<file path="src/rtl/keccak_padder.sv">
// SHA-3 multi-rate padder: forwards 64-bit message lanes to the Keccak core and
// appends domain byte, zero fill and the closing 0x80 up to the rate boundary.
module keccak_padder #(
    parameter int unsigned RATE_WORDS = 17,
    parameter logic [7:0]  DOMAIN     = 8'h06
) (
    input  logic        clk,
    input  logic        rst_n,
    input  logic [63:0] in_data,
    input  logic [3:0]  in_bytes,
    input  logic        in_last,
    input  logic        in_valid,
    output logic        in_ready,
    output logic [63:0] din,
    output logic        din_valid,
    input  logic        buffer_full,
    output logic        last_block,
    output logic        busy
);

    localparam int unsigned LANE_BYTES = 8;
    localparam int unsigned CNT_W      = (RATE_WORDS > 1) ? $clog2(RATE_WORDS) : 1;
    localparam logic [CNT_W-1:0] CNT_LAST = CNT_W'(RATE_WORDS - 1);

    typedef enum logic {
        ST_PASS,
        ST_PAD
    } state_t;

    state_t            state;
    state_t            state_d;
    logic [CNT_W-1:0]  lane_cnt;
    logic [CNT_W-1:0]  lane_cnt_d;
    logic              dom_pend;
    logic              dom_pend_d;
    logic [63:0]       din_d;
    logic              din_valid_d;
    logic              last_block_d;
    logic              adv;
    logic              at_last;
    logic [3:0]        n_bytes;
    logic [63:0]       last_lane;

    // Output stage can take a new lane when empty or draining this cycle.
    assign adv     = !din_valid || !buffer_full;
    assign at_last = (lane_cnt == CNT_LAST);
    assign busy    = (state != ST_PASS) || din_valid;

    // Final partial lane: keep valid bytes, insert DOMAIN right after them.
    always_comb begin
        n_bytes   = (in_bytes > 4'd8) ? 4'd8 : in_bytes;
        last_lane = '0;
        for (int i = 0; i < int'(LANE_BYTES); i++) begin
            if (4'(i) < n_bytes) begin
                last_lane[8*i +: 8] = in_data[8*i +: 8];
            end else if (4'(i) == n_bytes) begin
                last_lane[8*i +: 8] = DOMAIN;
            end
        end
    end

    // Next-state and output-stage load logic.
    always_comb begin
        state_d      = state;
        lane_cnt_d   = lane_cnt;
        dom_pend_d   = dom_pend;
        din_d        = din;
        din_valid_d  = din_valid;
        last_block_d = last_block;
        in_ready     = 1'b0;

        if (adv) begin
            din_valid_d = 1'b0;
        end

        case (state)
            ST_PASS: begin
                in_ready = adv;
                if (adv && in_valid) begin
                    din_valid_d  = 1'b1;
                    last_block_d = 1'b0;
                    lane_cnt_d   = at_last ? '0 : lane_cnt + CNT_W'(1);
                    if (!in_last) begin
                        din_d = in_data;
                    end else if (n_bytes == 4'd8) begin
                        // Full last lane: domain byte goes into the next lane.
                        din_d      = in_data;
                        state_d    = ST_PAD;
                        dom_pend_d = 1'b1;
                    end else begin
                        din_d = last_lane;
                        if (at_last) begin
                            din_d[63:56] = last_lane[63:56] | 8'h80;
                            last_block_d = 1'b1;
                        end else begin
                            state_d    = ST_PAD;
                            dom_pend_d = 1'b0;
                        end
                    end
                end
            end
            ST_PAD: begin
                if (adv) begin
                    din_d       = '0;
                    din_d[7:0]  = dom_pend ? DOMAIN : 8'h00;
                    dom_pend_d  = 1'b0;
                    din_valid_d = 1'b1;
                    if (at_last) begin
                        din_d[63:56] = 8'h80;
                        last_block_d = 1'b1;
                        state_d      = ST_PASS;
                        lane_cnt_d   = '0;
                    end else begin
                        last_block_d = 1'b0;
                        lane_cnt_d   = lane_cnt + CNT_W'(1);
                    end
                end
            end
            default: begin
                state_d = ST_PASS;
            end
        endcase
    end

    // FSM state register.
    always_ff @(posedge clk or negedge rst_n) begin
        if (!rst_n) begin
            state <= ST_PASS;
        end else begin
            state <= state_d;
        end
    end

    // Lane counter, pending-domain flag and registered output stage.
    always_ff @(posedge clk or negedge rst_n) begin
        if (!rst_n) begin
            lane_cnt   <= '0;
            dom_pend   <= 1'b0;
            din        <= '0;
            din_valid  <= 1'b0;
            last_block <= 1'b0;
        end else begin
            lane_cnt   <= lane_cnt_d;
            dom_pend   <= dom_pend_d;
            din        <= din_d;
            din_valid  <= din_valid_d;
            last_block <= last_block_d;
        end
    end

endmodule

</file>
<file path="config.mk">
export PLATFORM = sky130hd
export DESIGN_NAME = keccak_padder
export DESIGN_NICKNAME = d
export VERILOG_FILES = /design/src/rtl/keccak_padder.sv
export SDC_FILE = /design/constraint.sdc
export NUM_CORES = 1
export LEC_CHECK = 0
export CORE_MARGIN = 2
export CORE_UTILIZATION = 45
export CTS_BUF_LIST = sky130_fd_sc_hd__clkbuf_4
export DETAILED_ROUTE_END_ITERATION = 8
export PLACE_DENSITY = 0.88
export SLEW_MARGIN = 25
export SYNTH_ARGS = -nofsm -noshare
export SYNTH_HDL_FRONTEND = slang
export SYNTH_SLANG_ARGS = --single-unit
export TNS_END_PERCENT = 20
</file>
<file path="constraint.sdc">
create_clock -name clk -period 3.3 [get_ports clk]
set_input_delay 0.495 -clock clk [delete_from_list [all_inputs] [get_ports clk]]
set_output_delay 0.495 -clock clk [all_outputs]
set_load 0.05 [all_outputs]
</file>
# Word-level counts from Yosys, hierarchy flattened

Index checks and enable logic that the tools add are counted.

Input port bits: 73
Flip-flop bits (word level): 73
Output and inout port bits: 68
Logic and storage cells: 90
Latch bits: 0
Bits in writable memories: 0
Memories: 0
ROM bits: 0

Equal/unequal tests: 13
Add/subtract/negate cells: 1
Divide/modulo/power cells: 0
$mul: 0
Shift operators: 0
Reduce and logical (&&, ||, !) cells: 8
Multiplexer cells: 52
Bitwise operators: 1
Magnitude comparators: 9

Operators by type and width:

| operator              | number |
|---|---|
| $mux W64              | 4 |
| $pmux W64 S2          | 1 |
| $mux W8               | 10 |
| $mux W3               | 9 |
| $mux W1               | 19 |
| $eq A3 B4 Y1 const A  | 4 |
| $lt A3 B4 Y1 const A  | 4 |
| $mux W5               | 3 |
| $pmux W5 S2           | 1 |
| $eq A2 B4 Y1 const A  | 2 |
| $lt A1 B4 Y1 const A  | 2 |
| $lt A2 B4 Y1 const A  | 2 |
| $pmux W1 S2           | 4 |
| $add A5 B1 Y5 const B | 1 |
| $eq A5 B5 Y1 const B  | 1 |
| $eq A1 B4 Y1 const A  | 1 |
| $eq A4 B4 Y1 const B  | 1 |
| $gt A4 B4 Y1 const B  | 1 |
| $logic_not A4 Y1      | 1 |
| $mux W4               | 1 |
| $ne A2 B2 Y1 const B  | 2 |
| $reduce_and A4 Y1     | 1 |
| $ne A3 B3 Y1 const B  | 1 |
| $logic_not A1 Y1      | 2 |
| other kinds (5)       | 6 |

# Logic depth before layout (Yosys ltp)

Depth in word-level cells: 10
Mapped depth: 6
Depth with buffers taken out: 6

# Worst setup path after synthesis

No wires, ideal clock.

Path kind: reg-to-reg
Start: reg din_valid
End: reg din[0]
Path slack: 1.153 ns
Data arrival time: 2.080 ns
Buffers on the path: 0
Stages on the path, launching flop included: 5
Required time: 3.233 ns
Cell sequence: dfrtp_1 -> a21oi_2 -> nand2_1 -> nor2_1 -> a22o_1

Cells in the longest elaborated chain, start to end: 5
Elaborated cells on any way between the ends: 6
Those cells by class: 2 x eq/ne; 4 x reduce/logical

RTL lines:

| item                          | line | source |
|---|---|---|
| from (decl)                   | 15   | `output logic din_valid,` |
| from (signal assigned)        | 146  | `din_valid <= din_valid_d;` |
| $logic_not A1 Y1 *            | 45   | `assign adv = !din_valid \|\| !buffer_full;` |
| $logic_or A1 B1 Y1 *          | 45   |  |
| $logic_and A1 B1 Y1           | 79   | `if (adv && in_valid) begin` |
| $ne A2 B2 Y1 (no line)        | -    |  |
| $reduce_and A2 Y1 (no line) * | -    |  |
| to (signal assigned)          | 145  | `din <= din_d;` |
| to (decl)                     | 14   | `output logic [63:0] din,` |

Mark *: on every way between the ends. The rest lies on a longest branch, timed or not.
A chain may end at the register's enable or synchronous reset.

# Worst setup path after layout

Start: in buffer_full
End: out in_ready

Cells in the longest elaborated chain, start to end: 3

RTL lines:

| item               | line | source |
|---|---|---|
| from (decl)        | 16   | `input logic buffer_full,` |
| $logic_not A1 Y1   | 45   |  |
| $logic_or A1 B1 Y1 | 45   |  |
| $mux W1            | 76   | `case (state)` |
| to (decl)          | 13   | `output logic in_ready,` |

Every way passes these cells.

==> key figures <==
Placement
  • Dpl hpwl: between 5 and 6 mm
  • GP Congestion: between 0.7 and 0.8
  • Placed cell count: 447
  • Buffers on Ports: 140

STA
  • TNS Setup: 0 ns
  • Tcrit/Tclk final: 0.8045
  • Min Tclk post-route: 2.655 ns
  • Final hold violation count: 0
  • Maximum clock rate: between 300 and 400 MHz
  • Final setup viols: 0
  • Max Slew Vio Count: 0
  • Least-Margin Pin Slew: approximately 0.9 ns
  • Rel. slew slack: 0.4018
  • Worst Clk Skew: roughly 0.011 ns
  • RSZ-0062 raised after global routing: no

Synth
  • Xor/xnor share of the synthesized area: 0.002995
  • Seq cells post-synth: between 70 and 80
  • Yosys warnings: 0
  • Syn nets: approximately 320
  • Post-synth EDFFs: 0
  • Mux contribution to synthesized area: 0.003851
  • Cell Area, Synth: 0.002924 mm²
  • Main synth FF type: dfrtp_1
  • Library cells used by synthesis: 38
  • Mean Syn Cell Area: roughly 12 µm²
  • Synth Area in Compound Gates: 0.2345
  • Simple logic cell fraction of the synthesized area: 0.1027
  • Area share of fa/ha/maj cells after synthesis: 0.008558
  • Cells after synthesis: 240
  • Async SR Flop Fraction: 1.000
  • Largest family of logic cells by synthesized area: compound AO/OA/AOI/OAI gates
  • Sequential fraction of the synthesis area: 0.6247

Routing
  • DR vias: between 2,000 and 3,000
  • # DRC: 0
  • Drt first pass iters: 4
  • ANT nets after route: 0
  • Initial DRC Count: 220
  • DR WL/cell: around 17 µm
  • Post-Route WL: between 7 and 8 mm
  • Via density: ~5.4

Global route
  • Number of global-route vias before repair: between 2,000 and 3,000
  • Grt total ovfl: 0
  • Initial antenna violation count: 0
  • First-pass GRT wire length: around 13 mm
  • Largest net degree at the start of global routing: 74
  • Gr usage total: 0.2239

Die
  • Die Y: approximately 85 µm
  • Site row count: 29
  • Placeable Area: approximately 0.0063 mm²
  • Die Width: between 80 and 90 µm
  • Initial Util: 0.4631
  • Die area: 0.007159 mm²
  • Ports: approximately 140

Pwr
  • PD cells: ~590 mW/mm²
  • Leakage: slightly below 2 nW
  • VDD IR-drop max: 0.0003294 V

CTS
  • CTS max path bufs: 2
  • Clock sinks: 73
  • H-Tree Depth: 3
  • CTS tree: done
  • Clock Tree Root: clkbuf_4
  • Worst-path clk slew: between 0.1 and 0.15 ns
  • TritonCTS buffer count: 9
  • Post-CTS sizing: 0
  • Hold buffers post-CTS: 0
  • Post-CTS Setup Bufs: 0
  • Clock latency on the worst-skew pair: between 0.3 and 0.4 ns

Critical path
  • Worst EP required: roughly 2.8 ns
  • Setup CP Type: input pin to primary output
  • Worst Setup End Kind: primary output
  • Worst Path Max Fanout: 6
  • Worst EP arrival: about 2.2 ns
  • Critical path startpoint category: input pin

Cells and area
  • Fill cells: slightly below 500
  • Area growth, synth to finish: 53.53%
  • Most common cell after layout, fill and taps aside: clkdlybuf4s50_1
  • Antenna diodes: 0
  • Nets: between 400 and 500
  • Final Core Density: 0.7111
  • Most frequent cells in the layout: clkdlybuf4s50_1, dfrtp_1, a22o_1
  • Fin cells: roughly 460
  • Layout cells sized above 1: 0.05729

Status
  • Status: complete, no violations

Hold path
  • Min-delay worst type: input pin to async pin

Flow run
  • MaxCap Viol Count: 0
sequential cells by signal, summed over array words and instances, names as in the netlist:
register,flops
lane_cnt,5
state,1
dom_pend,1
last_block,1
din_valid,1
din,64
area by class of cell:
type / count / area (µm²) / area share
Clock buffer: 12 / 90.09 / 0.02007
Clock inverter: 2 / 7.507 / 0.001672
Inverter: 3 / 11.26 / 0.002508
Multi-Input combinational cell: 152 / 1044 / 0.2324
Sequential cell: 73 / 1827 / 0.4069
Tap cell: 77 / 96.34 / 0.02146
Timing Repair Buffer: 142 / 1414 / 0.3149
kinds of logic (layout without fill, tap and decap cells):
family          after synthesis  after routing
compound gates               89             89
mux                           1              1
buf+inv                      15            159
flops                        73             73
fa+ha+maj                     2              2
xor+xnor                      1              1
simple gates                 59             59
synthesized netlist by cell type, types with 2 or more instances:
library cell	number	area, µm²
dfrtp_1	73	1827
a22o_1	51	446.7
nand2_1	27	101.4
o21ai_0	14	70.07
clkbuf_1	9	33.78
nor2_1	9	33.78
a21oi_1	8	40.04
a31oi_1	4	25.02
nand2b_1	4	25.02
inv_1	3	11.26
o31ai_1	3	22.52
a21oi_2	2	17.52
buf_2	2	10.01
ha_1	2	25.02
nand3_1	2	10.01
nor2b_1	2	12.51
nor3_1	2	10.01
or2b_1	2	15.01
or3b_1	2	17.52
worst paths after layout:
kind                        startpoint           to  slack, ns  cells after the start
max in group asynchronous        rst_n  lane_cnt[0]       2.49                      1
setup reg to reg                 state       din[7]       1.38                      4
setup / recovery           buffer_full     in_ready       0.65                      3
hold reg to reg                din[17]      din[17]       0.48                      2
hold / removal                   rst_n       din[4]       0.21                      1
min in group clk               din[17]      din[17]       0.48                      2
power by group:
part / leakage, nW / switching, mW / internal, mW
sequential: 0.991 / 0.113 / 1.04
combinational: 0.929 / 0.660 / 0.396
clock: 0.0583 / 0.276 / 0.169
layer usage:
layer  vias to the layer above  GRT usage  share of wire
li1                       1167          -              -
met1                      1216     0.3036           0.43
met2                       110     0.3457           0.47
met3                        13    0.05506          0.076
met4                         0    0.09524          0.017
met5                         -          0              0
stage by stage:
| stage | instance area (µm²) | worst slack [ns] | power [mW] | hold slack [ns] |
|---|---|---|---|---|
| 6_report | 4489 | 0.6451 | 2.651 | 0.2086 |
| 5_1_grt | 4489 | 0.5922 | 2.782 | 0.2742 |
| 4_1_cts | 4489 | 0.6426 | 2.671 | 0.2391 |
| 3_5_place_dp | 4392 | 0.6447 | 2.227 | 0.4613 |
| 3_3_place_gp | 4392 | 0.6738 | 2.198 | 0.4502 |
| 2_1_floorplan | 2924 | 1.153 | 1.806 | 0.1994 |
worst max-delay path, stage by stage:
cell and delay (ns):
clkdlybuf4s50_1 0.51, a21oi_2 0.29, clkdlybuf4s50_1 0.86
(Power assumes the default switching activity.)
